--- src/rtl/cpu_types_pkg.sv ---
// Shared cache types: address split, frame layout, controller states.
// Latency: n/a (types and constants only).
// Backpressure: n/a.
package cpu_types_pkg;

  localparam int DTAG_W = 25;
  localparam int DIDX_W = 4;
  localparam int DWORDS = 2;

  // Byte address as seen by the cache: tag | set index | word-in-block | byte.
  typedef struct packed {
    logic [DTAG_W-1:0] tag;
    logic [DIDX_W-1:0] idx;
    logic              blkoff;
    logic [1:0]        bytoff;
  } dcache_addr_t;

  typedef struct packed {
    logic                    valid;
    logic                    dirty;
    logic [DTAG_W-1:0]       tag;
    logic [DWORDS-1:0][31:0] data;
  } dcache_frame_t;

  typedef enum logic [3:0] {
    IDLE, WB0, WB1, LD0, LD1, FCHK, FWB0, FWB1, DONE
  } dcache_state_t;

endpackage

--- src/rtl/dcache_frames.sv ---
// Frame store for the direct-mapped data cache: SETS x {valid, dirty, tag, data}.
// Latency: read is combinational; writes land at the next CLK edge.
// Backpressure: none; the owner sequences every write.
// Ports: rd_idx/rd_frame read port; wr_* write port (per-word data enable plus
// a meta enable for valid/dirty/tag); RST asynchronously clears valid and dirty.
module dcache_frames
  import cpu_types_pkg::*;
#(
  parameter int SETS = 16
) (
  input  logic                CLK,
  input  logic                RST,
  input  logic [DIDX_W-1:0]   rd_idx,
  output dcache_frame_t       rd_frame,
  input  logic [DIDX_W-1:0]   wr_idx,
  input  logic [DWORDS-1:0]   wr_word_en,
  input  logic [31:0]         wr_word,
  input  logic                wr_meta_en,
  input  logic                wr_valid,
  input  logic                wr_dirty,
  input  logic [DTAG_W-1:0]   wr_tag
);

  logic [SETS-1:0]         valid_q;
  logic [SETS-1:0]         dirty_q;
  logic [DTAG_W-1:0]       tag_q  [SETS];
  logic [DWORDS-1:0][31:0] data_q [SETS];

  always_comb begin
    rd_frame       = '0;
    rd_frame.valid = valid_q[rd_idx];
    rd_frame.dirty = dirty_q[rd_idx];
    rd_frame.tag   = tag_q[rd_idx];
    rd_frame.data  = data_q[rd_idx];
  end

  // Only the state bits are reset; tag/data are don't-care while invalid.
  always_ff @(posedge CLK or posedge RST) begin
    if (RST) begin
      valid_q <= '0;
      dirty_q <= '0;
    end else if (wr_meta_en) begin
      valid_q[wr_idx] <= wr_valid;
      dirty_q[wr_idx] <= wr_dirty;
    end
  end

  always_ff @(posedge CLK) begin
    if (wr_meta_en) tag_q[wr_idx] <= wr_tag;
    for (int w = 0; w < DWORDS; w++) begin
      if (wr_word_en[w]) data_q[wr_idx][w] <= wr_word;
    end
  end

endmodule

--- src/rtl/dcache_wb.sv ---
// Direct-mapped write-back L1 data cache with halt-time flush of dirty blocks.
// Latency: hits are combinational (dhit same cycle); clean miss = 2 memory
//   accesses + 1 cycle, dirty miss adds the 2-word writeback first.
// Backpressure: dhit low stalls the pipeline; memory side holds requests
//   while dwait is high.
// Ports: dmem* datapath load/store, dhit/dmemload result; dREN/dWEN/daddr/
//   dstore/dwait/dload memory controller; halt in, flushed out (sticky).
module dcache_wb
  import cpu_types_pkg::*;
#(
  parameter int SETS = 16,
  parameter int WPB  = 2
) (
  input  logic        CLK,
  input  logic        RST,
  input  logic        dmemREN,
  input  logic        dmemWEN,
  input  logic [31:0] dmemaddr,
  input  logic [31:0] dmemstore,
  input  logic        halt,
  output logic        dhit,
  output logic [31:0] dmemload,
  output logic        flushed,
  output logic        dREN,
  output logic        dWEN,
  output logic [31:0] daddr,
  output logic [31:0] dstore,
  input  logic        dwait,
  input  logic [31:0] dload
);

  dcache_state_t            state, state_nxt;
  logic [DIDX_W-1:0]        flush_idx, flush_idx_nxt;
  dcache_addr_t             req;
  dcache_frame_t            cur;
  logic [DIDX_W-1:0]        rd_idx;
  logic                     flushing, req_vld, hit, last_idx;
  logic [$clog2(WPB)-1:0]   mem_word;
  logic                     unused_bytoff;

  logic [DWORDS-1:0]        wr_word_en;
  logic [31:0]              wr_word;
  logic                     wr_meta_en, wr_valid, wr_dirty;
  logic [DTAG_W-1:0]        wr_tag;

  assign req           = dmemaddr;
  assign unused_bytoff = ^req.bytoff;
  assign req_vld       = dmemREN | dmemWEN;
  assign flushing      = state inside {FCHK, FWB0, FWB1, DONE};
  // The flush walk owns the frame port once it starts; otherwise the request does.
  assign rd_idx        = flushing ? flush_idx : req.idx;
  assign hit           = (state == IDLE) & !halt & cur.valid &
                         (cur.tag == req.tag) & req_vld;
  assign last_idx      = (flush_idx == DIDX_W'(SETS - 1));
  assign mem_word      = (state inside {WB1, LD1, FWB1});

  dcache_frames #(.SETS(SETS)) u_frames (
    .CLK        (CLK),
    .RST        (RST),
    .rd_idx     (rd_idx),
    .rd_frame   (cur),
    .wr_idx     (rd_idx),
    .wr_word_en (wr_word_en),
    .wr_word    (wr_word),
    .wr_meta_en (wr_meta_en),
    .wr_valid   (wr_valid),
    .wr_dirty   (wr_dirty),
    .wr_tag     (wr_tag)
  );

  // Memory-side outputs decode straight from state, so they drop with RST.
  always_comb begin
    dhit     = hit;
    dmemload = hit ? cur.data[req.blkoff] : '0;
    dREN     = state inside {LD0, LD1};
    dWEN     = state inside {WB0, WB1, FWB0, FWB1};
    flushed  = (state == DONE);
    daddr    = '0;
    dstore   = '0;
    if (dWEN) begin
      daddr  = {cur.tag, rd_idx, mem_word, 2'b00};
      dstore = cur.data[mem_word];
    end else if (dREN) begin
      daddr  = {req.tag, req.idx, mem_word, 2'b00};
    end
  end

  always_comb begin
    state_nxt     = state;
    flush_idx_nxt = flush_idx;
    wr_word_en    = '0;
    wr_word       = '0;
    wr_meta_en    = 1'b0;
    wr_valid      = 1'b0;
    wr_dirty      = 1'b0;
    wr_tag        = cur.tag;
    case (state)
      IDLE: begin
        if (halt) begin
          state_nxt = FCHK;
        end else if (hit) begin
          if (dmemWEN) begin  // store wins if both strobes are high
            wr_word_en[req.blkoff] = 1'b1;
            wr_word    = dmemstore;
            wr_meta_en = 1'b1;
            wr_valid   = 1'b1;
            wr_dirty   = 1'b1;
            wr_tag     = req.tag;
          end
        end else if (req_vld) begin
          state_nxt = (cur.valid && cur.dirty) ? WB0 : LD0;
        end
      end
      WB0: if (!dwait) state_nxt = WB1;
      WB1: if (!dwait) state_nxt = LD0;
      LD0: begin
        if (!dwait) begin
          wr_word_en[0] = 1'b1;
          wr_word       = dload;
          state_nxt     = LD1;
        end
      end
      LD1: begin
        // Block becomes valid only once both words are in.
        if (!dwait) begin
          wr_word_en[1] = 1'b1;
          wr_word       = dload;
          wr_meta_en    = 1'b1;
          wr_valid      = 1'b1;
          wr_tag        = req.tag;
          state_nxt     = IDLE;
        end
      end
      FCHK: begin
        if (cur.valid && cur.dirty) state_nxt = FWB0;
        else if (last_idx)          state_nxt = DONE;
        else                        flush_idx_nxt = flush_idx + 1'b1;
      end
      FWB0: if (!dwait) state_nxt = FWB1;
      FWB1: begin
        if (!dwait) begin
          wr_meta_en = 1'b1;
          wr_valid   = 1'b1;
          if (last_idx) begin
            state_nxt = DONE;
          end else begin
            state_nxt     = FCHK;
            flush_idx_nxt = flush_idx + 1'b1;
          end
        end
      end
      DONE:    state_nxt = DONE;
      default: state_nxt = IDLE;
    endcase
  end

  always_ff @(posedge CLK or posedge RST) begin
    if (RST) begin
      state     <= IDLE;
      flush_idx <= '0;
    end else begin
      state     <= state_nxt;
      flush_idx <= flush_idx_nxt;
    end
  end

endmodule

--- config.mk ---
export PLATFORM = sky130hd
export DESIGN_NAME = dcache_wb
export DESIGN_NICKNAME = d
export VERILOG_FILES = /design/src/rtl/cpu_types_pkg.sv /design/src/rtl/dcache_frames.sv /design/src/rtl/dcache_wb.sv
export SDC_FILE = /design/constraint.sdc
export NUM_CORES = 2
export LEC_CHECK = 0
export BUFFER_PORTS_ARGS = -buffer_cell sky130_fd_sc_hd__buf_2
export CAP_MARGIN = 20
export CORE_MARGIN = 4
export CORE_UTILIZATION = 49
export DETAILED_ROUTE_END_ITERATION = 12
export PLACE_DENSITY = 0.65
export SYNTH_ARGS = -nofsm -noshare
export SYNTH_HDL_FRONTEND = slang
export SYNTH_SLANG_ARGS = --single-unit
--- constraint.sdc ---
create_clock -name CLK -period 7.05 [get_ports CLK]
set_clock_uncertainty 0.05 [all_clocks]
set_input_delay 0 -clock CLK [delete_from_list [all_inputs] [get_ports CLK]]
set_output_delay 0 -clock CLK [all_outputs]
set_load 0.02 [all_outputs]
==> impl_metrics.tcl <==
set metrics [dict create \
    vias 43980 \
    synth.avg_cell_area_um2 12.18 \
    avgViaCountPerCell 6.107 \
    dr.pass1.iters 6 \
    gr-total-overflow 0 \
    synth_top_flop_cell "edfxtp_1" \
    setup_ws_ps 207.5 \
    ys_seq_elements 1464 \
    yosys.area.top_type "edfxtp_1" \
    grt_max_degree 225 \
    grt_pass1_vias 41210 \
    post-route-drc-count 0 \
    wl_per_cell_um 26.39 \
    crit_fanout 57 \
    dieArea_um2 133300 \
    coreArea_um2 126100 \
    gr-usage-all-layers_pct 28.02 \
    period_share_pct 97.06 \
    area_growth_pct 16.56 \
    max_freq_mhz 146.1 \
    drive_above_1_share_pct 14.56 \
    cp_top_family "compound AO/OA/AOI/OAI gates" \
    finalPower_mw 39.38 \
    initial_utilization_pct 49.56 \
    ys_seq_area_share_pct 70.05 \
    power.leakage_nw 26.57 \
    register_area_um2 43760 \
    required_ps 7500 \
    arrival_ps 7290 \
    cts_tree "yes" \
    nets 5537 \
    std_cell_rows 130 \
    antenna_found_initial 10 \
    crit_path_start_kind "flip-flop" \
    h-tree-depth 4 \
    drv_cap 0 \
    cts_root_buf "clkbuf_16" \
    synth_area_leaders "edfxtp_1, nand2_1, nand3_1" \
    critical_path_class "reg2reg" \
    place_ws_ps 769.1 \
    multiInputGateArea_um2 17550 \
    yosysUniqueCellTypes 75 \
    cts_sinks 1464 \
    wirelength_mm 190.1 \
    die_w_um 365.1 \
    die_h_um 365.1 \
    synth_edf_count 1424 \
    slew-limit-headroom_pct 20.73 \
    dp_hpwl_mm 106.0 \
    powerDensity_nw_per_um2 540.8 \
    worstMarginPinSlew_ps 1179 \
    yosysTopAreaCellShare_pct 68.45 \
    num_io_pins 202 \
    clock_latency_ps 760 \
    slew_violations 0 \
    synthArstFlopShare_pct 2.732 \
    yosys_warnings 0 \
    cp_cell_sequence "or2_4, a21oi_1, o22ai_4, buf_12, o2111ai_1, nand4_1, o21ai_0, or3_1, o41ai_1, o2111ai_1, or4_2, buf_4, o21ai_2, dlygate4sd3_1, buf_4" \
    fillCellCount 9917 \
    status "completed" \
    grt_setup_unrepaired "false" \
    hp-class "in2reg" \
    cp_slowest_stage_delay_ps 740 \
    syn_area_um2 62470 \
    slowest_stage "dfrtp_1" \
    hold-worst-slack_ps 66.93 \
    synth_cells 5129 \
    ir_drop_v 0.0005692 \
    end_kind "flip-flop" \
    io_buffers 197 \
    path_buf_inv 4 \
    clockBufferDepth 3 \
    routabilityCongestion 0.8842 \
    finalSetupViolCount 0 \
    fin_tns_setup_ps 0 \
    grt_pass1_wl_mm 275.2 \
    antenna_left 0 \
    numCtsBuffers 151 \
    final_core_util_pct 57.76 \
    clkSlewWorstSetupHoldPaths_ps 60 \
    hold_violations 0 \
    period_needed_ps 6842 \
    drtIter0Drc 5804 \
]
==> where the power goes <==
group	internal, mW	switching [mW]	leakage [nW]
sequential	11.3	0.128	13.7
clock	4.43	3.34	2.35
combinational	5.83	14.3	10.5
total	21.6	17.8	26.6
==> cell families after synthesis <==
kind of cell	Yosys count	share of synthesized area, %
flip-flops	1464	70.05
multiplexers	235	3.884
AND/OR/NAND/NOR	2369	16.30
AO/OA/AOI/OAI	587	6.443
other	1	0.006003
adder cells (fa/ha/maj)	1	0.02003
buffers and inverters	442	2.872
XOR/XNOR	30	0.4206
==> timing repair <==
item | CTS | global route
endpoints found under the hold margin | 1420 | 0
resized for setup | 0 | 2
setup buffers | 0 | 0
hold buffers | 91 | 0
endpoints found under the setup margin | 0 | 61
==> area by class of cell <==
| type | instances | share of cell area, % |
|---|---|---|
| antenna | 1 | 0.003437 |
| clock buffer | 188 | 5.509 |
| clock inverter | 82 | 1.067 |
| inverter | 84 | 0.4330 |
| multi-input combinational | 3224 | 24.10 |
| sequential | 1464 | 60.10 |
| tap | 1650 | 2.835 |
| timing repair buffer | 509 | 5.957 |
==> worst min-delay path, stage by stage <==
cell,delay (ps)
buf_2,140
o32ai_1,230
and2_1,220
nor3_1,190
==> metrics by stage <==
step / cell area (um2) / std cells
after floorplan: 62470 / 5130
after global placement: 67050 / 6838
after global routing: 72810 / 7201
after CTS: 72750 / 7199
final: 72820 / 7202
after detailed placement: 67050 / 6838
==> flip-flops by register name, summed over array words and instances, names as in the netlist <==
| name | cells |
|---|---|
| u_frames.data_q | 1024 |
| u_frames.tag_q | 400 |
| u_frames.dirty_q | 16 |
| u_frames.valid_q | 16 |
| flush_idx | 4 |
| state | 4 |
==> per-layer routing <==
| metal | part of all wire, % | global-route usage (%) |
|---|---|---|
| met3 | 11 | 5.777 |
| met2 | 45 | 43.19 |
| met4 | 3.3 | 9.305 |
| met1 | 40 | 40.11 |
| met5 | 0.015 | 0 |
==> final timing paths <==
| path | from | to | slack, ps | depth (start not counted) |
|---|---|---|---|---|
| worst max register to register | state[0] | u_frames.data_q[12][13] | 210 | 15 |
| worst max-delay path | state[0] | u_frames.data_q[12][13] | 210 | 15 |
| worst min register to register | u_frames.valid_q[13] | u_frames.valid_q[13] | 430 | 1 |
| max in group asynchronous | RST | u_frames.valid_q[6] | 6090 | 5 |
| worst min-delay path | dmemREN | state[3] | 70 | 4 |
| min in group asynchronous | RST | state[0] | 450 | 5 |
==> cells in the mapped netlist (all sizes together), types with 17 or more instances <==
| cell type | count |
|---|---|
| mux2 | 59 |
| a21oi | 192 |
| edfxtp | 1424 |
| nand2 | 1280 |
| o21bai | 17 |
| clkbuf | 262 |
| a221oi | 19 |
| inv | 84 |
| o21ai | 115 |
| o221ai | 42 |
| nor2 | 178 |
| o211ai | 17 |
| a32o | 20 |
| and2 | 36 |
| nand3 | 806 |
| dfrtp | 40 |
| mux2i | 176 |
| xor2 | 17 |
| o2111ai | 24 |
| buf | 96 |
==> placed cells by master, fill, tap and decap left out, types with 20 or more instances in the layout <==
cell type and n:
a21oi_1 186, o221ai_1 42, o21ai_2 32, buf_2 197
o2111ai_1 24, a32o_1 20, clkinv_1 33, dfrtp_1 40
buf_4 159, clkinv_2 24, o21ai_0 81, dlygate4sd3_1 91
nor2_4 49, buf_12 59, and2_1 35, nand3_1 806
edfxtp_1 1424, mux2_2 54, mux2i_1 176, nand2_1 1280
clkbuf_16 154, inv_1 80, nor2_1 127, clkbuf_1 31
Note: power is estimated with default switching activity, not from simulation.
